===== src/rtl/serial_adder_pkg.sv =====
`default_nettype none
// ============================================================================
//  Module   : serial_adder_pkg
//  Purpose  : Shared types and helpers for the bit-serial adder slice
//             (FSM state encoding, counter width helper).
//  Revision : 1.0 - initial release
// ============================================================================
package serial_adder_pkg;

    // Controller state encoding.
    typedef enum logic [1:0] {
        IDLE  = 2'd0,
        SHIFT = 2'd1,
        DONE  = 2'd2
    } state_t;

    // Bit counter width: enough to count WIDTH cycles, never below one bit.
    function automatic int cnt_width(input int width);
        int w;
        w = $clog2(width);
        return (w < 1) ? 1 : w;
    endfunction

endpackage : serial_adder_pkg
`default_nettype wire


===== src/rtl/serial_adder_if.sv =====
`default_nettype none
// ============================================================================
//  Module   : serial_adder_if
//  Purpose  : Start/busy/done handshake and operand/result bundle between a
//             controller (master) and the bit-serial adder (slave).
//             Optional macro SERIAL_ADDER_OVF_EN adds the ovf result flag.
//  Revision : 1.0 - initial release
// ============================================================================
interface serial_adder_if #(
    parameter int WIDTH = 8
);
    logic             start;
    logic [WIDTH-1:0] a;
    logic [WIDTH-1:0] b;
    logic             cin;
    logic             busy;
    logic             done;
    logic [WIDTH-1:0] sum;
    logic             cout;
`ifdef SERIAL_ADDER_OVF_EN
    logic             ovf;
`endif

    modport master (
        output start, a, b, cin,
`ifdef SERIAL_ADDER_OVF_EN
        input  ovf,
`endif
        input  busy, done, sum, cout
    );

    modport slave (
        input  start, a, b, cin,
`ifdef SERIAL_ADDER_OVF_EN
        output ovf,
`endif
        output busy, done, sum, cout
    );

endinterface : serial_adder_if
`default_nettype wire


===== src/rtl/serial_adder_fulladder.sv =====
`default_nettype none
// ============================================================================
//  Module   : fulladder
//  Purpose  : Single-bit full adder cell (combinational).
//  Revision : 1.0 - initial release
// ============================================================================
module fulladder (
    input  wire logic a,
    input  wire logic b,
    input  wire logic ci,
    output logic      s,
    output logic      co
);

    // Sum and majority carry of the three input bits.
    always_comb begin
        s  = a ^ b ^ ci;
        co = (a & b) | (a & ci) | (b & ci);
    end

endmodule : fulladder
`default_nettype wire


===== src/rtl/serial_adder.sv =====
`default_nettype none
// ============================================================================
//  Module   : serial_adder
//  Purpose  : Bit-serial WIDTH-bit adder. Feeds one operand bit pair per
//             clock (LSB first) into a single full adder cell and loops its
//             carry back through a register. Start/busy/done handshake.
//             Optional macro SERIAL_ADDER_OVF_EN adds a signed-overflow flag.
//  Revision : 1.0 - initial release
// ============================================================================
module serial_adder
    import serial_adder_pkg::*;
#(
    parameter int WIDTH = 8
) (
    input  wire logic     clk,
    input  wire logic     rst_n,
    serial_adder_if.slave bus
);

    localparam int                 c_CNT_W    = cnt_width(WIDTH);
    localparam logic [c_CNT_W-1:0] c_CNT_LAST = c_CNT_W'(WIDTH - 1);
    localparam logic [c_CNT_W-1:0] c_CNT_ONE  = c_CNT_W'(1);

    state_t             r_state;
    state_t             w_state_next;
    logic               w_load;
    logic               w_busy;
    logic               w_done;
    logic               w_last;

    // Operand A shift register; produced sum bits enter at the MSB behind
    // the consumed A bits, so after WIDTH shifts it holds the full sum.
    logic [WIDTH-1:0]   r_a_sh;
    logic [WIDTH-1:0]   w_a_next;
    logic [WIDTH-1:0]   r_b_sh;
    logic               r_carry;
    logic [c_CNT_W-1:0] r_cnt;
    logic [WIDTH-1:0]   r_sum;
    logic               r_cout;
    logic               w_x;
    logic               w_y;

    fulladder u_fa (
        .a  (r_a_sh[0]),
        .b  (r_b_sh[0]),
        .ci (r_carry),
        .s  (w_x),
        .co (w_y)
    );

    assign w_last = (r_cnt == c_CNT_LAST);

    generate
        if (WIDTH == 1) begin : g_w1
            assign w_a_next = w_x;
        end else begin : g_wn
            assign w_a_next = {w_x, r_a_sh[WIDTH-1:1]};
        end
    endgenerate

    // State register.
    always_ff @(posedge clk) begin
        if (!rst_n) begin
            r_state <= IDLE;
        end else begin
            r_state <= w_state_next;
        end
    end

    // Next-state logic and handshake outputs.
    always_comb begin
        w_state_next = r_state;
        w_load       = 1'b0;
        w_busy       = 1'b0;
        w_done       = 1'b0;
        case (r_state)
            IDLE: begin
                if (bus.start) begin
                    w_load       = 1'b1;
                    w_state_next = SHIFT;
                end
            end
            SHIFT: begin
                w_busy = 1'b1;
                if (w_last) begin
                    w_state_next = DONE;
                end
            end
            DONE: begin
                w_done       = 1'b1;
                w_state_next = IDLE;
            end
            default: begin
                w_state_next = IDLE;
            end
        endcase
    end

    // Bit datapath: load operands on start, shift one bit per SHIFT cycle,
    // capture the result on the final bit.
    always_ff @(posedge clk) begin
        if (!rst_n) begin
            r_a_sh  <= '0;
            r_b_sh  <= '0;
            r_carry <= 1'b0;
            r_cnt   <= '0;
            r_sum   <= '0;
            r_cout  <= 1'b0;
        end else if (w_load) begin
            r_a_sh  <= bus.a;
            r_b_sh  <= bus.b;
            r_carry <= bus.cin;
            r_cnt   <= '0;
        end else if (w_busy) begin
            r_a_sh  <= w_a_next;
            r_b_sh  <= r_b_sh >> 1;
            r_carry <= w_y;
            r_cnt   <= r_cnt + c_CNT_ONE;
            if (w_last) begin
                r_sum  <= w_a_next;
                r_cout <= w_y;
            end
        end
    end

`ifdef SERIAL_ADDER_OVF_EN
    logic r_ovf;

    // Signed overflow: carry into the MSB differs from carry out of it.
    always_ff @(posedge clk) begin
        if (!rst_n) begin
            r_ovf <= 1'b0;
        end else if (w_busy && w_last) begin
            r_ovf <= r_carry ^ w_y;
        end
    end

    assign bus.ovf = r_ovf;
`endif

    assign bus.busy = w_busy;
    assign bus.done = w_done;
    assign bus.sum  = r_sum;
    assign bus.cout = r_cout;

endmodule : serial_adder
`default_nettype wire


===== src/flat_wrapper.sv =====
// flat-port wrapper written by rule: the top's interface ports become plain ports
module serial_adder_flat import serial_adder_pkg::*;
#(
    parameter int WIDTH = 8
)
  (clk, rst_n, bus_start, bus_a, bus_b, bus_cin, bus_busy, bus_done, bus_sum, bus_cout);
  serial_adder_if #(.WIDTH(WIDTH)) bus_i ();
  input  wire logic clk;
  input  wire logic rst_n;
  input wire logic [$bits(bus_i.start)-1:0] bus_start;
  input wire logic [$bits(bus_i.a)-1:0] bus_a;
  input wire logic [$bits(bus_i.b)-1:0] bus_b;
  input wire logic [$bits(bus_i.cin)-1:0] bus_cin;
  output wire logic [$bits(bus_i.busy)-1:0] bus_busy;
  output wire logic [$bits(bus_i.done)-1:0] bus_done;
  output wire logic [$bits(bus_i.sum)-1:0] bus_sum;
  output wire logic [$bits(bus_i.cout)-1:0] bus_cout;
  assign bus_i.start = bus_start;
  assign bus_i.a = bus_a;
  assign bus_i.b = bus_b;
  assign bus_i.cin = bus_cin;
  assign bus_busy = bus_i.busy;
  assign bus_done = bus_i.done;
  assign bus_sum = bus_i.sum;
  assign bus_cout = bus_i.cout;
  serial_adder #(.WIDTH(WIDTH)) u_core (.clk(clk), .rst_n(rst_n), .bus(bus_i));
endmodule

===== config.mk =====
export PLATFORM = sky130hd
export DESIGN_NAME = serial_adder_flat
export DESIGN_NICKNAME = d
export VERILOG_FILES = /design/src/rtl/serial_adder_pkg.sv /design/src/rtl/serial_adder_if.sv /design/src/rtl/serial_adder_fulladder.sv /design/src/rtl/serial_adder.sv /design/src/flat_wrapper.sv
export SDC_FILE = /design/constraint.sdc
export NUM_CORES = 1
export LEC_CHECK = 0
export ABC_CLOCK_PERIOD_IN_PS = 1500
export CAP_MARGIN = 10
export CORE_MARGIN = 5
export CORE_UTILIZATION = 45
export DETAILED_ROUTE_END_ITERATION = 10
export PLACE_DENSITY = 0.71
export SYNTH_ARGS = -nofsm -noshare
export SYNTH_HDL_FRONTEND = slang
export SYNTH_SLANG_ARGS = --single-unit

===== constraint.sdc =====
create_clock -name clk -period 1.5 [get_ports clk]
set_clock_uncertainty 0.1 [all_clocks]
set_input_delay 0.45 -clock clk [delete_from_list [all_inputs] [get_ports clk]]
set_output_delay 0.45 -clock clk [all_outputs]
set_load 0.1 [all_outputs]

* Word-level counts from Yosys, hierarchy flattened *
Index checks and enable logic that the tools add are counted.

word-level totals
  register bits = 31
  word-level logic and storage cells = 40

operators by class
  add/subtract/negate cells = 1
  equality and inequality tests = 5
  mux-type cells = 13
  bitwise gates (word level) = 9
  reductions and logical operators = 5

operators with widths
  operator             number
  $mux 8               4
  $mux 1               6
  $mux 2               2
  $pmux 2 s2           1
  $add 3x1->3 const B  1
  $and 1x1->1          3
  $eq 3x3->1 const B   1
  $reduce_and 3->1     1
  $eq 2x1->1 const B   1
  $eq 2x2->1 const B   1
  $logic_not 2->1      1
  $ne 2x1->1 const B   1
  $ne 2x2->1 const B   1
  $not 1->1            2
  $or 1x1->1           2
  $reduce_and 2->1     1
  $reduce_bool 2->1    1
  $reduce_or 2->1      1
  $xor 1x1->1          2

* Longest topological paths before layout *
  depth in word-level cells = 5
  depth in mapped cells = 6
  depth with buffers taken out = 5

* Hierarchy *
From an unflattened synthesis, not the netlist that was laid out.

unflattened totals
  cells, all modules = 140
  area, all modules = 1,373.8 um^2

by module, submodules not included
  module        times used  cells an instance  area an instance (um^2)
  serial_adder  1           139                1,353.8
  fulladder     1           1                  20.0

* Least setup slack after synthesis *
Ideal clock, no wire load.

  kind = register to output
  from = reg u_core.r_state[1]
  to = out bus_done
  arrival time = 1.686 ns
  required time = 0.950 ns
  slack = -0.736 ns
  stages on the path, launching flop included = 3
  path buffers = 0
  path through = dfxtp_1 -> inv_1 -> nor2_1

between the ends
  cells in the longest elaborated chain, start to end = 2

ends and longest elaborated chain
  what                    RTL line            source
  start, declared         serial_adder.sv:24  state_t r_state;
  start signal, assigned  serial_adder.sv:66  r_state <= w_state_next;
  $eq 2x2->1              serial_adder.sv:76  case (r_state)
  $mux 1                  serial_adder.sv:76
  end, declared           flat_wrapper.sv:15  output wire logic [$bits(bus_i.done)-1:0] bus_done;

Every way passes these cells.

* Final worst setup path *
  from = reg u_core.r_state[0]
  to = out bus_done

The elaborated chain is that of the path after synthesis.

==> flow_summary.yaml <==
final_layout:
  layout_common_cells: "nand2_1 (39), dfxtp_1 (27), clkdlybuf4s50_1 (18)"
  ff_latch_area_um2: 631
  fill_cells: 204
  final_common_cell: "nand2_1"
  multi_input_comb_area_um2: 694
  drive_gt1_share_pct: 31.2
  nNetsFinal: 222
  n_antenna_cell: 0
  finalInstanceArea_mm2: 0.00204
  syn_to_final_growth_pct: 56.3
routing:
  ant_nets: 0
  drt_iter0_drc: 51
  viasPerCell: 5.69
  wirelength_um: 3500
  num_vias: 1308
  drc: 0
  wire_per_inst_um: 15.2
  drt_first_pass_iters: 4
global_route:
  grt.met1_usage_pct: 17.7
  overflow: 0
  use_met3_pct: 5.43
  grt_use_total_pct: 16.4
  antenna_found_initial: 0
  grt.busiest_layer: "met2"
  grt_pass1_wl_um: 5490
  grt_max_degree: 30
  met2_usage_pct: 27.9
  grt_pass1_vias: 1287
synth:
  synth-seq-cells: 31
  synth_edf_count: 0
  syn-cell-area_mm2: 0.00131
  syn_nets: 180
  synthCells: 157
  synth_area_per_cell_um2: 8.32
  yosysSeqAreaShare_pct: 47.5
  synth_warnings: 0
  synthArstFlopShare_pct: 0
  synthFlopType: "dfxtp_1"
  ys_types: 27
timing:
  max_slew.worst_pin.slew_ns: 0.273
  finalHoldWorstSlack_ns: 0.366
  relSlewSlack_pct: 81.8
  period_share_pct: 111
  rsz0062_at_grt: "true"
  setup_viol: 20
  setup_ws_ns: -0.164
  finalMaxSlewViolations: 0
  timing.fmax_mhz: 601
  period_needed_ns: 1.66
  hold_violations: 0
clocking:
  ctsLongestPathBuffers: 2
  cts.htree.levels: 2
  cts_inserted_buffers: 5
  clk_latency_ns: 0.33
  cts_tree: "built"
  clk_pin_slew_ns: 0.09
  cts_num_sinks: 31
  cts_root_buf: "clkbuf_4"
place:
  dp_hpwl_um: 2120
  port_buffers: 30
  gp_congestion: 0.809
  placed_cell_area_mm2: 0.00177
  pre_cts_ws_ns: -0.468
die:
  num_rows: 19
  start_util_pct: 47.4
  fp.dieW_um: 63.9
  ios: 31
  core_mm2: 0.00276
  dieArea_mm2: 0.00408
  fp.dieH_um: 63.9
setup_path:
  cp.required_ns: 0.95
  rrSetupSlack_ns: -0.11
  path_class: "flip-flop to primary output"
  setup.worst_path.start_class: "flip-flop"
  crit_arrival_ns: 1.11
  endpoint_kind: "primary output"
  crit_fanout: 3
power_and_ir_drop:
  p_leak_nw: 0.763
  power.density_mw_per_mm2: 856
  power_mw: 1.75
  ir_worst_vdd_v: 0.000832
worst_hold_path:
  hold_path_class: "flip-flop to flip-flop"
job:
  max-cap-violations: 0
outcome:
  failed_checks: "setup timing"
  status: "finished, violations left"
-- worst max-delay path, stage by stage, from the launching register on --
cell and delay (ns):
dfxtp_4 0.37, buf_6 0.12, nor2_4 0.11, buf_12 0.18
-- final timing paths --
check | startpoint | to | cells after the start
worst min-delay path | u_core.r_cnt[1] | u_core.r_cnt[1] | 2
worst min register to register | u_core.r_cnt[1] | u_core.r_cnt[1] | 2
worst max-delay path | u_core.r_state[0] | bus_done | 3
worst max register to register | u_core.r_state[0] | u_core.r_b_sh[1] | 6
-- state kept, by name, summed over array words and instances, names as in the netlist --
register	cells
u_core.bus.cout	1
u_core.bus.sum	8
u_core.r_a_sh	8
u_core.r_b_sh	8
u_core.r_carry	1
u_core.r_cnt	3
u_core.r_state	2
-- routing by layer --
metal | vias to the layer above | wire length, µm | part of all wire, %
li1 | 625 | - | -
met1 | 625 | 1360 | 39
met2 | 48 | 1780 | 51
met3 | 10 | 256 | 7.3
met4 | 0 | 102 | 2.9
met5 | - | 0 | 0
-- cell families after synthesis --
| kind of cell | Yosys count | share of synthesized area [%] |
|---|---|---|
| buffers and inverters | 14 | 6.23 |
| AOI/OAI and AO/OA | 49 | 22.6 |
| adders and majority gates | 3 | 3.45 |
| xor gates and xnor gates | 1 | 0.671 |
| DFF | 31 | 47.5 |
| and+or+nand+nor | 59 | 19.5 |
-- layout make-up --
| class | count | area share, % |
|---|---|---|
| flip-flops and latches | 31 | 30.9 |
| clock buffers | 6 | 2.51 |
| inverters | 3 | 0.797 |
| repair buffers | 46 | 29.7 |
| clock inverters | 1 | 0.245 |
| well taps | 31 | 1.90 |
| multi-input cells | 112 | 34.0 |
-- synthesized netlist by cell type, types with 3 or more instances --
library cell / count / area [µm²]
buf_2: 3 / 15.0
a31oi_1: 13 / 81.3
o21ai_0: 17 / 85.1
a21oi_1: 5 / 25.0
nand3_1: 10 / 50.1
clkbuf_1: 3 / 11.3
nand2_1: 40 / 150
a21boi_0: 8 / 60.1
o22ai_1: 3 / 18.8
dfxtp_1: 31 / 621
-- metrics by stage --
stage | cells | TNS (ns) | util [%]
2_1_floorplan | 157 | 0 | -
4_1_cts | 228 | -0.288 | 69.6
6_report | 230 | -1.72 | 74.0
3_3_place_gp | 215 | -7.42 | 64.1
3_5_place_dp | 215 | -8.08 | 64.1
5_1_grt | 230 | -2.60 | 74.0
-- report_power, final --
group,internal [mW],switching [mW]
Combinational,0.179,0.170
Clock,0.217,0.278
Sequential,0.868,0.0363
Total,1.26,0.484
-- what timing repair did --
item                                    in CTS  in global routing
hold buffers                                 0                  0
pin swaps                                    4                  5
cloned                                       1                  1
setup buffers                                5                  2
gates resized for setup                     18                 39
endpoints found under the setup margin      27                 27
(Power assumes the default switching activity.)
